**src/rtl/fpu_ftoi.sv**
```systemverilog
// fpu_ftoi: multi-cycle 16-bit float to 16-bit signed integer converter.
// Ports: clk, rst_n (sync, active-low), start/op in; result, done, busy, ovf, inexact out.
//
// Float layout: sign [15], exponent [14:7], mantissa [6:0] with implied 1.
// Conversion truncates toward zero. Results saturate at 0x7FFF / 0x8000.
// NaN gives 0x0000 with ovf set.
//
// Handshake:
//   start  - request pulse, only sampled while idle; op captured on that edge
//   done   - one-cycle pulse when result/ovf/inexact are updated
//   busy   - high from the accepting edge until the finishing edge
//   result - held between done pulses, as are ovf and inexact

module fpu_ftoi #(
    parameter int BIAS = 127
) (
    input  logic        clk,
    input  logic        rst_n,
    input  logic        start,
    input  logic [15:0] op,
    output logic [15:0] result,
    output logic        done,
    output logic        busy,
    output logic        ovf,
    output logic        inexact
);

    typedef enum logic [1:0] {
        IDLE     = 2'd0,
        CLASSIFY = 2'd1,
        SHIFT    = 2'd2,
        FINISH   = 2'd3
    } state_t;

    localparam logic signed [8:0] BIAS_S = 9'(BIAS);

    state_t state_q, state_d;

    // captured operand fields
    logic        sign_q, sign_d;
    logic [7:0]  exp_q, exp_d;
    logic [6:0]  mant_q, mant_d;

    // working datapath
    logic [15:0] mag_q, mag_d;
    logic [3:0]  cnt_q, cnt_d;
    logic        left_q, left_d;
    logic        sticky_q, sticky_d;
    logic        ovf_w_q, ovf_w_d;
    logic        preset_v_q, preset_v_d;
    logic [15:0] preset_q, preset_d;

    // architectural outputs
    logic [15:0] result_q, result_d;
    logic        done_q, done_d;
    logic        busy_q, busy_d;
    logic        ovf_q, ovf_d;
    logic        inexact_q, inexact_d;

    // classification of the captured operand
    logic signed [8:0] e_val;
    logic [3:0]        e_lo;
    logic              is_zero;
    logic              is_max;
    logic              is_small;
    logic              is_big;
    logic              is_norm;
    logic              mant_nz;
    logic [15:0]       sat_val;

    always_comb begin
        e_val    = $signed({1'b0, exp_q}) - BIAS_S;
        e_lo     = e_val[3:0];
        mant_nz  = (mant_q != 7'd0);
        is_zero  = (exp_q == 8'd0);
        is_max   = (exp_q == 8'hFF);
        // exp=0 also yields a negative E, so it is excluded here
        is_small = !is_zero && e_val[8];
        is_big   = !is_max && !e_val[8] && (e_val > 9'sd14);
        is_norm  = !is_zero && !is_max && !is_small && !is_big;
        sat_val  = sign_q ? 16'h8000 : 16'h7FFF;
    end

    always_comb begin
        state_d    = state_q;
        sign_d     = sign_q;
        exp_d      = exp_q;
        mant_d     = mant_q;
        mag_d      = mag_q;
        cnt_d      = cnt_q;
        left_d     = left_q;
        sticky_d   = sticky_q;
        ovf_w_d    = ovf_w_q;
        preset_v_d = preset_v_q;
        preset_d   = preset_q;
        result_d   = result_q;
        done_d     = 1'b0;
        busy_d     = busy_q;
        ovf_d      = ovf_q;
        inexact_d  = inexact_q;

        case (state_q)
            IDLE: begin
                if (start) begin
                    sign_d  = op[15];
                    exp_d   = op[14:7];
                    mant_d  = op[6:0];
                    busy_d  = 1'b1;
                    state_d = CLASSIFY;
                end
            end

            CLASSIFY: begin
                mag_d      = 16'd0;
                cnt_d      = 4'd0;
                left_d     = 1'b0;
                sticky_d   = 1'b0;
                ovf_w_d    = 1'b0;
                preset_v_d = 1'b0;
                preset_d   = 16'd0;
                state_d    = FINISH;
                unique case (1'b1)
                    is_zero: begin
                        sticky_d = mant_nz;
                    end
                    is_max: begin
                        ovf_w_d    = 1'b1;
                        preset_v_d = 1'b1;
                        preset_d   = mant_nz ? 16'h0000 : sat_val;
                    end
                    is_small: begin
                        sticky_d = 1'b1;
                    end
                    is_big: begin
                        preset_v_d = 1'b1;
                        preset_d   = sat_val;
                        // exactly -32768 is representable
                        ovf_w_d    = !(sign_q && !mant_nz
                                       && (e_val == 9'sd15));
                    end
                    is_norm: begin
                        mag_d = {8'd0, 1'b1, mant_q};
                        if (e_lo > 4'd7) begin
                            left_d = 1'b1;
                            cnt_d  = e_lo - 4'd7;
                        end else begin
                            left_d = 1'b0;
                            cnt_d  = 4'd7 - e_lo;
                        end
                        if (e_lo != 4'd7) begin
                            state_d = SHIFT;
                        end
                    end
                    default: ;
                endcase
            end

            SHIFT: begin
                if (left_q) begin
                    mag_d = {mag_q[14:0], 1'b0};
                end else begin
                    mag_d    = {1'b0, mag_q[15:1]};
                    sticky_d = sticky_q | mag_q[0];
                end
                cnt_d = cnt_q - 4'd1;
                if (cnt_q == 4'd1) begin
                    state_d = FINISH;
                end
            end

            FINISH: begin
                if (preset_v_q) begin
                    result_d = preset_q;
                end else if (sign_q) begin
                    result_d = ~mag_q + 16'd1;
                end else begin
                    result_d = mag_q;
                end
                ovf_d     = ovf_w_q;
                inexact_d = sticky_q;
                done_d    = 1'b1;
                busy_d    = 1'b0;
                state_d   = IDLE;
            end

            default: begin
                state_d = IDLE;
                busy_d  = 1'b0;
            end
        endcase
    end

    always_ff @(posedge clk) begin
        if (!rst_n) begin
            state_q    <= IDLE;
            sign_q     <= 1'b0;
            exp_q      <= 8'd0;
            mant_q     <= 7'd0;
            mag_q      <= 16'd0;
            cnt_q      <= 4'd0;
            left_q     <= 1'b0;
            sticky_q   <= 1'b0;
            ovf_w_q    <= 1'b0;
            preset_v_q <= 1'b0;
            preset_q   <= 16'd0;
            result_q   <= 16'd0;
            done_q     <= 1'b0;
            busy_q     <= 1'b0;
            ovf_q      <= 1'b0;
            inexact_q  <= 1'b0;
        end else begin
            state_q    <= state_d;
            sign_q     <= sign_d;
            exp_q      <= exp_d;
            mant_q     <= mant_d;
            mag_q      <= mag_d;
            cnt_q      <= cnt_d;
            left_q     <= left_d;
            sticky_q   <= sticky_d;
            ovf_w_q    <= ovf_w_d;
            preset_v_q <= preset_v_d;
            preset_q   <= preset_d;
            result_q   <= result_d;
            done_q     <= done_d;
            busy_q     <= busy_d;
            ovf_q      <= ovf_d;
            inexact_q  <= inexact_d;
        end
    end

    assign result  = result_q;
    assign done    = done_q;
    assign busy    = busy_q;
    assign ovf     = ovf_q;
    assign inexact = inexact_q;

endmodule

```
**config.mk**
```make
export PLATFORM = sky130hd
export DESIGN_NAME = fpu_ftoi
export DESIGN_NICKNAME = d
export VERILOG_FILES = /design/src/rtl/fpu_ftoi.sv
export SDC_FILE = /design/constraint.sdc
export NUM_CORES = 1
export LEC_CHECK = 0
export BUFFER_PORTS_ARGS = -buffer_cell sky130_fd_sc_hd__buf_2
export CORE_ASPECT_RATIO = 1.2
export CORE_UTILIZATION = 58
export DETAILED_ROUTE_END_ITERATION = 10
export GPL_ROUTABILITY_DRIVEN = 0
export PLACE_DENSITY = 0.87
export SLEW_MARGIN = 25
export SYNTH_ARGS = -nofsm -noshare
export SYNTH_HDL_FRONTEND = slang
export SYNTH_SLANG_ARGS = --single-unit
```
**constraint.sdc**
```tcl
create_clock -name clk -period 2.5 [get_ports clk]
set_input_delay 0.375 -clock clk [delete_from_list [all_inputs] [get_ports clk]]
set_output_delay 0.375 -clock clk [all_outputs]
set_load 0.05 [all_outputs]
```
==> results.md <==
- Crit. End Element: register
- Clock Tree Root: clkbuf_8
- Syn_nets: around 460
- Hold_ws: approximately 0.28 ns
- Rel. slew slack: ~45%
- Chip height: slightly below 90 µm
- Fin crit share: between 80 and 90%
- Worst path required time: roughly 2.7 ns
- Synth top area share: a little under two fifths
- Overflow after GRT: 0
- Area growth syn-to-layout: 11.3%
- Initial core utilization: between 60 and 70%
- Final setup fails: 0
- Internal: 2150 µW
- Final min period: approximately 2.1 ns
- Switching part of the total: 39.2%
- Clock group share of total power: 24.4%
- Max VDD drop: roughly 0.52 mV
- Synth Warn #: 0
- Drt via density: 5.63
- Hold buffers post-CTS: 0
- Post-Synthesis Cells: approximately 440
- Post-DRT Antenna Nets: 0
- Diode count: 0
- Syn avg cell area: approximately 8.0 µm²
- # Post-CTS Setup Buffers: 0
- Area leader, netlist: dfxtp_1
- Worst slew pin tran: ~0.82 ns
- Avg WL per Cell: between 10 and 15 µm
- Clock sink count: 64
- Synth top cells by count: 66 x nand2_1, 64 x dfxtp_1, 34 x a21oi_1
- Comb power frac: between 30% and 40%
- Drt initial violations: around 240
- Hold path start: op[9]
- Sw power: about 1400 µW
- Port buffer count: 38
- Arr. time, crit path: between 2 and 2.5 ns
- Worst Path Class, Setup: reg2reg
- Seq pwr share: between 30% and 40%
- Clk slew on worst S/H paths: 0.06 ns
- Die area: approximately 0.0063 mm²
- Row count: 30
- Post-DP HPWL: roughly 5300 µm
- Area contributors post-synth: dfxtp_1 37%, nand2_1 7.1%, a21oi_1 4.9%
- Final WL: roughly 7400 µm
- Residual DRC count: 0
- Largest net degree at the start of global routing: between 40 and 50
- Max Clock Freq: slightly below 500 MHz
- Max clock buf depth: 2
- Core Region: 0.00574 mm²
- Post-synthesis register bit count: between 60 and 70
- Cell Pwr Density: slightly above 900 mW/mm²
- Pleak: 0.00149 µW
- Sequential share of the synthesized area: 36.7%
- Layout cells sized above 1: between 10% and 20%
- CTS resizes: 0
- Worst setup path start: exp_q[0]
- Fin. Hold Viols: 0
- # IOs: 39
- Unrepaired setup endpoints after global routing: false
- Outcome: finished clean
- First-pass GRT wire length: approximately 13,000 µm
- Max Slew Vio Count: 0
- Die X-Extent: approximately 73 µm
- Final #Nets: approximately 490
- Initial antenna violation count: 0
- Total track usage: between 20% and 30%
- Asr flop ratio synth: 0%
- Setup Skew: approximately 0.010 ns
- Via Count: a little over 3k
- EDFF count, synth: 0
- Yosys cell types: 54
- Hold Path Class: in2reg
- Max cap viols: 0
- Count leader, synth: nand2_1
- Vias in the first global route: about 2.8k
- Setup TNS: 0 ns
- CP startpoint kind: register
- RR Startpoint: exp_q[0]
- CTS tree: built
- CTS buffer count: 9
- Pre-antenna DRT Iters: 4
- Top_reg_cell synth: dfxtp_1
- Crit-path max FO: 10
- Worst-Skew Late Latency: between 0.3 and 0.4 ns
- Post-Syn Area: around 0.0035 mm²
- H-tree Lvls: 3
## power by group through the flow
stage          Sequential [µW]  Combinational [µW]  Clock (µW)
6_report                  1340                1330         862
5_1_grt                   1370                1480         924
4_1_cts                   1340                1320         875
3_5_place_dp              1360                1310           0
3_3_place_gp              1350                1270           0
2_1_floorplan             1350                1020           0
## worst paths after layout
path	cells past startpoint	slack (ns)	end
worst min register to register	2	0.45	result[3]
worst max-delay path	6	0.43	cnt_q[1]
worst min-delay path	3	0.28	exp_q[2]
worst max register to register	6	0.43	cnt_q[1]
## cells by family (layout without fill, tap and decap cells)
logic type | Yosys count | after routing | share of synthesized area, %
flops | 64 | 64 | 36.7
mux | 18 | 18 | 5.37
xor+xnor | 18 | 18 | 4.51
fa+ha+maj | 10 | 10 | 3.58
compound gates | 128 | 128 | 22.9
simple gates | 152 | 152 | 21.7
buf+inv | 45 | 74 | 5.23
## state kept, by name (all words and copies together) (netlist names)
name,flops
mag_q,16
preset_v_q,1
mant_q,7
ovf_w_q,1
cnt_q,4
busy,1
ovf,1
exp_q,8
done,1
left_q,1
inexact,1
sticky_q,1
result,16
state_q,2
sign_q,1
preset_q,2
## final cells by class
type,instances,area [µm²]
inverter,15,56.3
timing repair buffer,44,235
multi-input combinational,326,2030
clock inverter,4,45.0
tap,80,100
sequential,64,1280
clock buffer,11,141
fill,496,1850
## worst max-delay path, stage by stage, from the launching register on
cell and delay, ns:
dfxtp_1 0.46, inv_1 0.13, ha_1 0.34, nand4_1 0.14, nor3b_2 0.50, nor2_1 0.10
o31ai_1 0.29
## cell usage in the layout, fill, tap and decap left out, types with 3 or more instances in the layout
cell	synthesis	final
a21boi_0	19	19
a21oi_1	34	34
a31oi_1	4	4
and2_1	6	6
buf_2	5	38
buf_4	0	6
clkbuf_8	0	10
clkinv_2	0	3
dfxtp_1	64	64
ha_1	10	10
inv_1	15	15
mux2_2	6	6
mux2i_1	12	12
nand2_1	66	66
nand2b_1	6	6
nand3_1	6	6
nand4_1	5	5
nor2_1	24	24
nor2b_1	13	13
nor3_1	8	8
nor3_2	3	3
o211ai_1	5	5
o21a_1	3	3
o21ai_0	30	30
o21ai_1	9	9
o22ai_1	5	5
xnor2_1	8	8
xor2_1	10	10
## per-layer routing
metal	up-vias	GRT usage (%)	wire, µm
met5	-	0	0
met4	0	12.5	163
met1	1389	29.3	3290
li1	1566	-	-
met3	16	5.21	288
met2	93	44.1	3700
## through the flow
step | area (µm²) | setup WS [ns] | power (µW) | utilization [%] | instances
after floorplan | 3490 | 0.656 | 2370 | - | 435
after global placement | 3700 | 0.669 | 2620 | 64.5 | 529
after detailed placement | 3700 | 0.560 | 2670 | 64.5 | 529
after CTS | 3890 | 0.445 | 3540 | 67.7 | 544
after global routing | 3890 | 0.258 | 3770 | 67.7 | 544
final | 3890 | 0.433 | 3540 | 67.7 | 544
Power figures use the tool's default switching activity.
